## config.mk

```make
export PLATFORM = sky130hd
export DESIGN_NAME = conv_engine
export DESIGN_NICKNAME = d
export VERILOG_FILES = /design/src/rtl/conv_engine.sv
export SDC_FILE = /design/constraint.sdc
export NUM_CORES = 1
export LEC_CHECK = 0
export ABC_CLOCK_PERIOD_IN_PS = 8800
export BUFFER_PORTS_ARGS = -buffer_cell sky130_fd_sc_hd__buf_2
export CELL_PAD_IN_SITES_DETAIL_PLACEMENT = 1
export CELL_PAD_IN_SITES_GLOBAL_PLACEMENT = 1
export CORE_ASPECT_RATIO = 1.2
export CORE_UTILIZATION = 40
export CTS_CLUSTER_DIAMETER = 80
export DETAILED_ROUTE_END_ITERATION = 10
export PLACE_DENSITY_LB_ADDON = 0.1
export RECOVER_POWER = 100
export SLEW_MARGIN = 20
export SYNTH_ARGS = -nofsm -noshare
export SYNTH_HDL_FRONTEND = slang
export SYNTH_SLANG_ARGS = --single-unit
export TNS_END_PERCENT = 1
```

## constraint.sdc

```tcl
create_clock -name clk -period 8.8 [get_ports clk]
set_clock_uncertainty 0.2 [all_clocks]
set_input_delay 0.44 -clock clk [delete_from_list [all_inputs] [get_ports clk]]
set_output_delay 0.44 -clock clk [all_outputs]
set_load 0.02 [all_outputs]
```

## src/rtl/conv_engine.sv

```systemverilog
// conv_engine: N x N by K x K valid 2-D convolution with one time-multiplexed MAC (mode 0)
// or one MAC per output column (mode 1). Build option CONV_SAT_EN saturates outputs instead of wrapping.

module conv_engine #(
  parameter int DW = 8,
  parameter int N  = 4,
  parameter int K  = 3
) (
  input  logic                              clk,
  input  logic                              rst,
  input  logic                              load,
  input  logic [N*N*DW-1:0]                 a_flat,
  input  logic [K*K*DW-1:0]                 b_flat,
  input  logic                              start,
  input  logic                              mode,
  output logic                              busy,
  output logic                              done,
  output logic [(N-K+1)*(N-K+1)*DW-1:0]     c_flat
);

  localparam int M  = N - K + 1;
  localparam int AW = 2*DW + $clog2(K*K);
  localparam int CW = $clog2(N + 1);

  if (K < 1 || N < K) begin : g_param_check
    $error("conv_engine: requires K >= 1 and N >= K");
  end

  typedef enum logic [1:0] {
    S_IDLE = 2'd0,
    S_RUN  = 2'd1,
    S_DONE = 2'd2
  } state_t;

  state_t state_q, state_d;

  logic [N*N*DW-1:0] a_q, a_d;
  logic [K*K*DW-1:0] b_q, b_d;
  logic [M*M*DW-1:0] res_q, res_d;
  logic              mode_q, mode_d;
  logic [CW-1:0]     tj_q, tj_d, ti_q, ti_d;
  logic [CW-1:0]     col_q, col_d, row_q, row_d;
  logic [CW-1:0]     wr_row_q, wr_row_d, wr_col_q, wr_col_d;
  logic              wr_q, wr_d, fin_q, fin_d;
  logic [AW-1:0]     acc_q [M];
  logic [AW-1:0]     acc_d [M];
  logic [AW-1:0]     prod  [M];
  logic              start_ok, load_ok;

  function automatic logic [DW-1:0] a_elem(input logic [N*N*DW-1:0] v, input int rr, input int cc);
    logic [DW-1:0] e;
    e = '0;
    for (int x = 0; x < N; x++)
      for (int y = 0; y < N; y++)
        if (x == rr && y == cc) e = v[(x*N+y)*DW +: DW];
    return e;
  endfunction

  function automatic logic [DW-1:0] b_elem(input logic [K*K*DW-1:0] v, input int ii, input int jj);
    logic [DW-1:0] e;
    e = '0;
    for (int x = 0; x < K; x++)
      for (int y = 0; y < K; y++)
        if (x == ii && y == jj) e = v[(x*K+y)*DW +: DW];
    return e;
  endfunction

  function automatic logic [DW-1:0] reduce(input logic [AW-1:0] s);
`ifdef CONV_SAT_EN
    return (|s[AW-1:DW]) ? {DW{1'b1}} : s[DW-1:0];
`else
    return DW'(s);
`endif
  endfunction

  // FSM: state register
  always_ff @(posedge clk) begin
    if (rst) state_q <= S_IDLE;
    else     state_q <= state_d;
  end

  // FSM: next state
  always_comb begin
    state_d = state_q;
    case (state_q)
      S_IDLE:  if (start) state_d = S_RUN;
      S_RUN:   if (fin_q) state_d = S_DONE;
      S_DONE:  state_d = S_IDLE;
      default: state_d = S_IDLE;
    endcase
  end

  // FSM: outputs
  always_comb begin
    busy = (state_q != S_IDLE);
    done = (state_q == S_DONE);
  end

  assign c_flat = res_q;

  // In mode 0 only lane 0 is used and the column comes from col_q.
  always_comb begin
    for (int l = 0; l < M; l++) begin
      prod[l] = AW'(a_elem(a_q, int'(row_q) + int'(ti_q),
                           (mode_q ? l : int'(col_q)) + int'(tj_q)))
              * AW'(b_elem(b_q, int'(ti_q), int'(tj_q)));
    end
  end

  always_comb begin
    start_ok = (state_q == S_IDLE) && start;
    load_ok  = (state_q == S_IDLE) && load;
    a_d      = load_ok ? a_flat : a_q;
    b_d      = load_ok ? b_flat : b_q;
    mode_d   = start_ok ? mode : mode_q;
    tj_d     = tj_q;
    ti_d     = ti_q;
    col_d    = col_q;
    row_d    = row_q;
    wr_row_d = wr_row_q;
    wr_col_d = wr_col_q;
    wr_d     = 1'b0;
    fin_d    = 1'b0;
    res_d    = res_q;
    for (int l = 0; l < M; l++) acc_d[l] = acc_q[l];

    if (start_ok) begin
      tj_d  = '0;
      ti_d  = '0;
      col_d = '0;
      row_d = '0;
      for (int l = 0; l < M; l++) acc_d[l] = '0;
    end else if (state_q == S_RUN && !fin_q) begin
      // The first tap replaces the accumulator so the previous sum can be written this same cycle.
      for (int l = 0; l < M; l++)
        if (mode_q || l == 0)
          acc_d[l] = ((tj_q == '0 && ti_q == '0) ? '0 : acc_q[l]) + prod[l];

      if (tj_q != CW'(K-1)) begin
        tj_d = tj_q + CW'(1);
      end else begin
        tj_d = '0;
        if (ti_q != CW'(K-1)) begin
          ti_d = ti_q + CW'(1);
        end else begin
          ti_d     = '0;
          wr_d     = 1'b1;
          wr_row_d = row_q;
          wr_col_d = col_q;
          if (!mode_q && col_q != CW'(M-1)) begin
            col_d = col_q + CW'(1);
          end else begin
            col_d = '0;
            if (row_q == CW'(M-1)) fin_d = 1'b1;
            else                   row_d = row_q + CW'(1);
          end
        end
      end
    end

    if (wr_q) begin
      for (int rr = 0; rr < M; rr++)
        for (int cc = 0; cc < M; cc++)
          if (int'(wr_row_q) == rr && (mode_q || int'(wr_col_q) == cc))
            res_d[(rr*M+cc)*DW +: DW] = reduce(mode_q ? acc_q[cc] : acc_q[0]);
    end
  end

  always_ff @(posedge clk) begin
    if (rst) begin
      a_q      <= '0;
      b_q      <= '0;
      res_q    <= '0;
      mode_q   <= 1'b0;
      tj_q     <= '0;
      ti_q     <= '0;
      col_q    <= '0;
      row_q    <= '0;
      wr_row_q <= '0;
      wr_col_q <= '0;
      wr_q     <= 1'b0;
      fin_q    <= 1'b0;
      for (int l = 0; l < M; l++) acc_q[l] <= '0;
    end else begin
      a_q      <= a_d;
      b_q      <= b_d;
      res_q    <= res_d;
      mode_q   <= mode_d;
      tj_q     <= tj_d;
      ti_q     <= ti_d;
      col_q    <= col_d;
      row_q    <= row_d;
      wr_row_q <= wr_row_d;
      wr_col_q <= wr_col_d;
      wr_q     <= wr_d;
      fin_q    <= fin_d;
      for (int l = 0; l < M; l++) acc_q[l] <= acc_d[l];
    end
  end

endmodule

```

# Word level (Yosys, flattened, before mapping)
# Memory sizes are Yosys's and may differ from the RTL's.
# Index checks and enable logic that the tools add are counted.
[totals] regBits=255 mem_bits_rw=40 input_bits=205 out_inout_bits=34 elab_cells=198 n_memories=1
[memory_table] memory="acc_q" depth=2 word_bits=20 rd=2 rd_ports_with_merged_regs=0 wr=2 line="45" source="logic [AW-1:0] acc_q [M];"
[op_classes] addsub=9 multipliers=2 n_eq_ne=23 muxes=62 bitwise_logic=8 n_reduce_logical=77
[op_table] op="8-bit two-way mux" n=42
[op_table] op="20-bit two-way mux" n=5
[op_table] op="32-bit logical NOT" n=3
[op_table] op="40-bit two-way mux" n=2
[op_table] op="1-bit logical AND" n=50
[op_table] op="20-bit by 16-bit adder with 20-bit output" n=2
[op_table] op="8-bit by 8-bit multiplier with 16-bit output" n=2
[op_table] op="2-bit by 4-bit == test with 1-bit output (first input constant)" n=6
[op_table] op="3-bit logical NOT" n=6
[op_table] op="3-bit two-way mux" n=5
[op_table] op="3-bit by 1-bit adder with 3-bit output (second input constant)" n=4
[op_table] op="3-bit by 3-bit adder with 4-bit output" n=3
[op_table] op="1-bit by 4-bit == test with 1-bit output (first input constant)" n=3
[op_table] op="2-bit AND reduction" n=6
[op_table] op="2-bit by 3-bit == test with 1-bit output (first input constant)" n=2
[op_table] op="3-bit by 2-bit == test with 1-bit output (second input constant)" n=2
[op_table] op="3-bit == test (first input constant)" n=2
[op_table] op="3-bit by 2-bit inequality test with 1-bit output (second input constant)" n=2
[op_table] op="1-bit NOT" n=6
[op_table] op="6-bit OR reduction" n=1
[op_table] op="1-bit two-way mux" n=5
[op_table] op="5-bit AND reduction" n=1
[op_table] op="2-bit two-way mux" n=2
[op_table] op="2-bit inequality test (second input constant)" n=2
[op_table] op="14 further kinds" n=17

# Longest topological paths before layout
# Gate-level depths: netlist of run 1.
[depth] word_depth=26 ltp_mapped=37 mapped_depth_nobuf=32

# Least setup slack after synthesis of run 1
# Ideal clock, no wire load.
[synth_path] path_type="register -> register" from="register mode_q" to="memory acc_q[0][27] (netlist bit)" setup_time_ps=80 arrival_ps=7805 required_time_ps=8520 slack_ps=715 path_stages_with_launch=37 n_path_buf=7 period_less_slack_ps=8085 path_cell_list="dfxtp_1 -> clkbuf_1 -> clkbuf_1 -> or2_2 -> ha_1 -> inv_1 -> fa_1 -> buf_2 -> buf_2 -> buf_2 -> buf_2 -> buf_2 -> nand3_1 -> o21ai_0 -> a22oi_1 -> o41ai_1 -> a32oi_1 -> a22oi_1 -> a21o_1 -> nand2_1 -> fa_1 -> inv_1 -> fa_1 -> ha_1 -> inv_1 -> fa_1 -> inv_1 -> ha_1 -> a21o_1 -> a21oi_1 -> xor2_1 -> xnor2_1 -> xnor2_1 -> xnor3_1 -> xnor3_1 -> xor2_1 -> a211oi_2"
[synth_rtl] item="from (decl)" line="40" source="logic mode_q, mode_d;"
[synth_rtl] item="from (signal assigned)" line="188" source="mode_q <= mode_d;"
[synth_rtl] item="to (decl)" line="45"

==> impl_metrics.ini, run 1 <==
[power_and_ir_drop]
leakage_uw = 0.008313
ir_drop_v = 0.0001675
power.density_mw_per_mm2 = 150.3

[cts]
numCtsBuffers = 29
cts-htree-levels = 1
numClockSinks = 271
post_cts_buffers = 0
clockRootBuffer = clkbuf_16
cts_buffer_depth = 3
cts_tree = done
clkTransAtPathRegs_ns = 0.06
clk_latency_ns = 0.58

[timing]
fin_setup_tns_ns = 0
slew_violations = 240
relSlewSlack = -1.461
min_period_over_period = 0.9471
post-route-min-period_ns = 8.335
hold_viol = 0
rsz0062_at_grt = no
worst_pin_slew_ns = 3.692
hold_ws_ns = 0.1249
fmax_mhz = 120.0
setup_viol = 0

[worst_setup_path]
crit_family = adder cells
cpMostUsedCell = inv_1
timing.critical_path.from = col_q[0]
end_kind = flop
crit_path_max_incr_delay_ns = 0.85
slowest_stage = ha_1
crit_type = reg2reg
cp.required_ns = 9.10
startpoint_type = flop
cp_num_buf_inv = 5
crit_fanout = 21
r2r-start = col_q[0]
cp.arrival_ns = 8.64

[synthesis]
syn_inst = 2064
ys_seq_elements = 271
synth_fp_nets = 2353
yosys.cell_types.count = 96
seq_area_frac_synth = 0.3374
avgSynthCellArea_um2 = 7.792
synth_area_mm2 = 0.01608
synthFlopType = dfxtp_1
yosys_warnings = 0
async_reset_ff_frac = 0
synth_edf_count = 0

[drt]
drt_iter0_drc = 929
totalWireLength_mm = 66.94
first_pass_iters = 5
drt-wirelength-per-cell_um = 22.34
antenna_left = 0
num_vias = 16840
vias_per_cell = 5.622
post-route-drc-count = 0

[placement]
gp_congestion = 1.007
portBuffers = 238
dpl.hpwl_mm = 46.72

[global_routing]
grt_util_all_layers = 0.3236
grt_pass1_wl_mm = 102.2
use_met1 = 0.4125
use_met3 = 0.03630
antenna_found_initial = 1
busiest_layer = met2
overflow = 0
grt_max_degree = 94
use_met2 = 0.5657
grt_pass1_vias = 17720

[run_status]
status = complete, but fails checks
violations = max-capacitance violations, max-slew violations

[die]
dieArea_mm2 = 0.04101
coreArea_mm2 = 0.03974
die_h_um = 221.6
dieWidth_um = 185.0
io_pins = 239
row_count = 80
start_util = 0.4047

[finish]
nets = 2731
syn_to_final_growth_pct = 28.35
layout-drive-gt1-share = 0.1511

[worst_hold_path]
hold_class = in2reg
min_from = rst

[job]
max_cap_violations = 6
worst register-to-register path: cells and delay by family, from the launching register on:
| kind | cells | cell delay, ns |
|---|---|---|
| adder cells (fa/ha/maj) | 6 | 2.84 |
| AO/OA/AOI/OAI | 6 | 1.91 |
| XOR/XNOR | 6 | 1.58 |
| buffers and inverters | 5 | 0.85 |
| AND/OR/NAND/NOR | 3 | 0.45 |
| flip-flops | 1 | 0.44 |
power by group:
| group | total (uW) | internal [uW] | switching [uW] |
|---|---|---|---|
| Combinational | 489 | 214 | 275 |
| Sequential | 1350 | 1290 | 63.1 |
| Clock | 1270 | 743 | 522 |
area by class of cell:
type | instances | area [um2]
diodes | 1 | 2.502
inverters | 88 | 330.3
repair buffers | 498 | 3607
multi-input cells | 1554 | 9643
fillers | 4883 | 19100
clock inverters | 9 | 131.4
flip-flops and latches | 271 | 5425
well taps | 533 | 666.9
clock buffers | 42 | 834.6
cell families (layout without fill, tap and decap cells):
group,Yosys count,after routing,synth area share
multiplexers,96,96,0.06629
adder cells (fa/ha/maj),84,84,0.08356
flip-flops,271,271,0.3374
XOR/XNOR,34,34,0.02381
buffers and inverters,239,637,0.06543
AO/OA/AOI/OAI,488,488,0.1863
other,0,1,0
AND/OR/NAND/NOR,852,852,0.2372
synthesized netlist by cell type, types with 7 or more instances:
cell type | count | area share
a211oi_1 | 30 | 0.014
a21o_1 | 11 | 0.0051
a21oi_1 | 277 | 0.086
a22oi_1 | 11 | 0.0051
a31oi_1 | 11 | 0.0043
and2_1 | 15 | 0.0058
and3_1 | 7 | 0.0027
buf_2 | 31 | 0.0096
buf_4 | 7 | 0.0033
buf_6 | 12 | 0.0084
clkbuf_1 | 99 | 0.023
dfxtp_1 | 271 | 0.34
fa_1 | 39 | 0.049
ha_1 | 45 | 0.035
inv_1 | 87 | 0.020
mux2_2 | 24 | 0.017
mux2i_1 | 66 | 0.041
nand2_1 | 523 | 0.12
nand2b_1 | 19 | 0.0074
nand3_1 | 26 | 0.0081
nand4_1 | 16 | 0.0062
nor2_1 | 120 | 0.028
nor2b_1 | 20 | 0.0078
nor3_1 | 32 | 0.010
nor3b_1 | 12 | 0.0056
nor4_1 | 12 | 0.0047
o211ai_1 | 10 | 0.0047
o21ai_0 | 30 | 0.0093
o22ai_1 | 13 | 0.0051
o31ai_1 | 7 | 0.0033
xnor2_1 | 18 | 0.0098
xor2_1 | 10 | 0.0054
registers in the layout (all words and copies together) (netlist names):
register / flops
a_q: 128
acc_q: 16
b_q: 72
c_flat: 32
col_q: 3
fin_q: 1
mode_q: 1
row_q: 3
state_q: 2
ti_q: 3
tj_q: 3
wr_col_q: 3
wr_q: 1
wr_row_q: 3
path summary, 6_finish.rpt:
| path | to | slack [ns] | cells past startpoint |
|---|---|---|---|
| worst max register to register | acc_q[0][7] | 0.47 | 26 |
| worst max-delay path | acc_q[0][7] | 0.47 | 26 |
| worst min-delay path | c_flat[7] | 0.12 | 2 |
| worst min register to register | b_q[25] | 0.25 | 2 |
per-layer routing:
metal | vias to the layer above | share of wire | routed length, um
li1 | 7841 | - | -
met1 | 8393 | 0.43 | 28920
met2 | 497 | 0.49 | 32900
met3 | 113 | 0.046 | 3107
met4 | 0 | 0.030 | 2002
met5 | - | 0 | 0
what timing repair did:
| action | in CTS | in global routing |
|---|---|---|
| hold buffers | 203 | 0 |
| gates resized for setup | 0 | 6 |
| setup endpoints to repair | 0 | 1 |
| endpoints found under the hold margin | 202 | 0 |
placed cells by master (no fill, tap or decap), types with 12 or more instances in the layout:
| cell | count |
|---|---|
| and2_1 | 12 |
| mux2i_1 | 66 |
| a21oi_1 | 277 |
| nand2b_1 | 19 |
| dfxtp_1 | 271 |
| nor2_1 | 120 |
| nand2_1 | 522 |
| nor3_1 | 31 |
| nor2b_1 | 20 |
| fa_1 | 37 |
| o22ai_1 | 13 |
| xnor2_1 | 18 |
| o21ai_0 | 31 |
| buf_4 | 55 |
| clkbuf_16 | 29 |
| ha_1 | 44 |
| nand3_1 | 26 |
| nand4_1 | 16 |
| dlygate4sd3_1 | 203 |
| buf_2 | 203 |
| clkbuf_1 | 43 |
| inv_1 | 87 |
| mux2_2 | 24 |
| a211oi_1 | 29 |
| nor3b_1 | 12 |
stage by stage:
step           worst slack (ns)  power, uW  cell area (um2)  utilization  cells
6_report                 0.4655       3102            20640       0.5194   2996
3_5_place_dp             0.3486       1772            17690       0.4452   2741
5_1_grt                0.008034       3221            20640       0.5194   2995
3_3_place_gp             0.6350       1763            17690       0.4452   2741
4_1_cts                  0.3245       3108            20690       0.5206   2995
2_1_floorplan            0.7150       1597            16080            -   2064
No activity file was read; power rests on OpenSTA's default activity.
==> run 2: changes to the inputs <==
PLACE_DENSITY = 0.77   (was not set)
PLACE_DENSITY_LB_ADDON = not set   (was 0.1)
==> run 2 against run 1 <==
- the flow still finishes with violations (max-capacitance violations, max-slew violations)
- final cell count decreased by 0.10%
- worst setup slack got worse by 0.091 ns
- power increased by 2.6%
- critical endpoint is now acc_q[0][27]
- largest cell class unchanged
- largest power group unchanged
- highest routed layer is now met5
==> impl_metrics.ini, run 2 (same netlist as run 1, synthesis figures left out) <==
[drt]
antenna_left = 0
post-route-drc-count = 0
totalWireLength_mm = 66.78
num_vias = 16820
m1WireLength_mm = 27.66
wl_met3_mm = 3.363
drt_iter0_drc = 1279
maxUsedRoutingLayer = met5
drt-wirelength-per-cell_um = 22.31
first_pass_iters = 7
met2_length_mm = 33.07
vias_per_cell = 5.620

[timing]
hold_ws_ns = 0.03608
fmax_mhz = 118.7
worst_pin_slew_ns = 4.090
min_period_over_period = 0.9575
relSlewSlack = -1.727
rsz0062_at_grt = no
fin_setup_tns_ns = 0
hold_viol = 0
setup_viol = 0
post-route-min-period_ns = 8.426
slew_violations = 322

[power_and_ir_drop]
p_seq_frac = 0.423
power_frac_comb = 0.152
leakage_uw = 0.008302
ir_drop_v = 0.0001628
finalPower_uw = 3184
clockPowerShare = 0.425
internal_power_uw = 2310
p_sw_frac = 0.2745
power.density_mw_per_mm2 = 154.4
p_switching_uw = 874.1

[die]
start_util = 0.4047
coreArea_mm2 = 0.03974
row_count = 80
dieWidth_um = 185.0
die_h_um = 221.6
dieArea_mm2 = 0.04101
io_pins = 239

[cts]
cts_buffer_depth = 3
clkTransAtPathRegs_ns = 0.07
clk_latency_ns = 0.60
post_cts_buffers = 0
numClockSinks = 271
clockRootBuffer = clkbuf_16
cts_tree = done
cts-htree-levels = 1
numCtsBuffers = 30

[global_routing]
grt_util_all_layers = 0.3244
grt_pass1_vias = 17980
grt_pass1_wl_mm = 102.8
overflow = 0
grt_max_degree = 99
antenna_found_initial = 4

[finish]
largest_reg_flops = 128
nets = 2723
final_cell_area_mm2 = 0.02063
layout_commonest_cell = nand2_1
layout-drive-gt1-share = 0.1482
largest_register = a_q
syn_to_final_growth_pct = 28.27
final_util = 0.5191
layout.cells.most_common_list = nand2_1, a21oi_1, dfxtp_1

[run_status]
violations = max-capacitance violations, max-slew violations
status = complete, but fails checks

[worst_hold_path]
hold_depth = 3
hold_class = in2reg

[placement]
portBuffers = 238
placed_cell_area_mm2 = 0.01765
gp_congestion = 0.9914
dpl.hpwl_mm = 45.21

[worst_setup_path]
end_kind = flop
startpoint_type = flop
crit_fanout = 14
cp.required_ns = 9.12
crit_type = reg2reg
rr_worst_depth = 26
cp.arrival_ns = 8.75

[job]
max_cap_violations = 6
==> run 2: path summary, 6_finish.rpt <==
kind,endpoint,from,slack [ns]
max,acc_q[0][27],ti_q[0],0.37
min,mode_q,mode,0.04
max reg2reg,acc_q[0][27],ti_q[0],0.37
min reg2reg,b_q[0],b_q[0],0.26
==> run 2: worst max-delay path: stages (launching register included) <==
cell and delay [ns]:
dfxtp_1 0.56, ha_1 0.23, inv_1 0.06, fa_2 0.33, nor4b_1 0.47, a21oi_2 0.33, buf_4 0.29, nor3_2 0.79
a222oi_1 0.25, a21oi_1 0.45, nand2_1 0.16, fa_1 0.53, fa_1 0.52, inv_1 0.05, fa_1 0.47, inv_1 0.05
fa_1 0.52, inv_1 0.04, ha_1 0.33, a21oi_1 0.21, xor2_1 0.21, xnor2_1 0.16, xnor2_1 0.15, xnor3_1 0.23
xnor3_1 0.37, xor2_1 0.18, a211oi_2 0.20
==> run 2: power by group through the flow <==
stage,combinational (uW),clock [uW],sequential (uW)
6_report,485,1350,1350
5_1_grt,525,1430,1350
4_1_cts,466,1370,1340
3_5_place_dp,395,0,1370
3_3_place_gp,386,0,1370
2_1_floorplan,257,0,1340
==> run 2: timing repair <==
action	4_1_cts	5_1_grt
hold buffers	200	0
resized for setup	0	2
endpoints found under the hold margin	200	0
endpoints found under the setup margin	0	1
==> run 2: stage by stage <==
stage	instances	setup WS (ns)
2_1_floorplan	2064	0.7150
6_report	2993	0.3740
3_5_place_dp	2735	0.3295
4_1_cts	2989	0.2334
5_1_grt	2992	0.01559
3_3_place_gp	2734	0.6144
==> run 2: per-layer routing <==
metal | GRT usage | vias to the layer above
met1 | 0.4017 | 8302
met2 | 0.5682 | 550
met5 | 0 | -
met3 | 0.03466 | 144
li1 | - | 7823
met4 | 0.1306 | 2
==> run 2: layout make-up <==
| type | count | area, um2 |
|---|---|---|
| flip-flops and latches | 271 | 5425 |
| well taps | 533 | 666.9 |
| clock buffers | 40 | 838.3 |
| diodes | 4 | 10.01 |
| fillers | 4854 | 19110 |
| inverters | 88 | 330.3 |
| clock inverters | 14 | 214.0 |
| multi-input cells | 1554 | 9608 |
| repair buffers | 489 | 3536 |
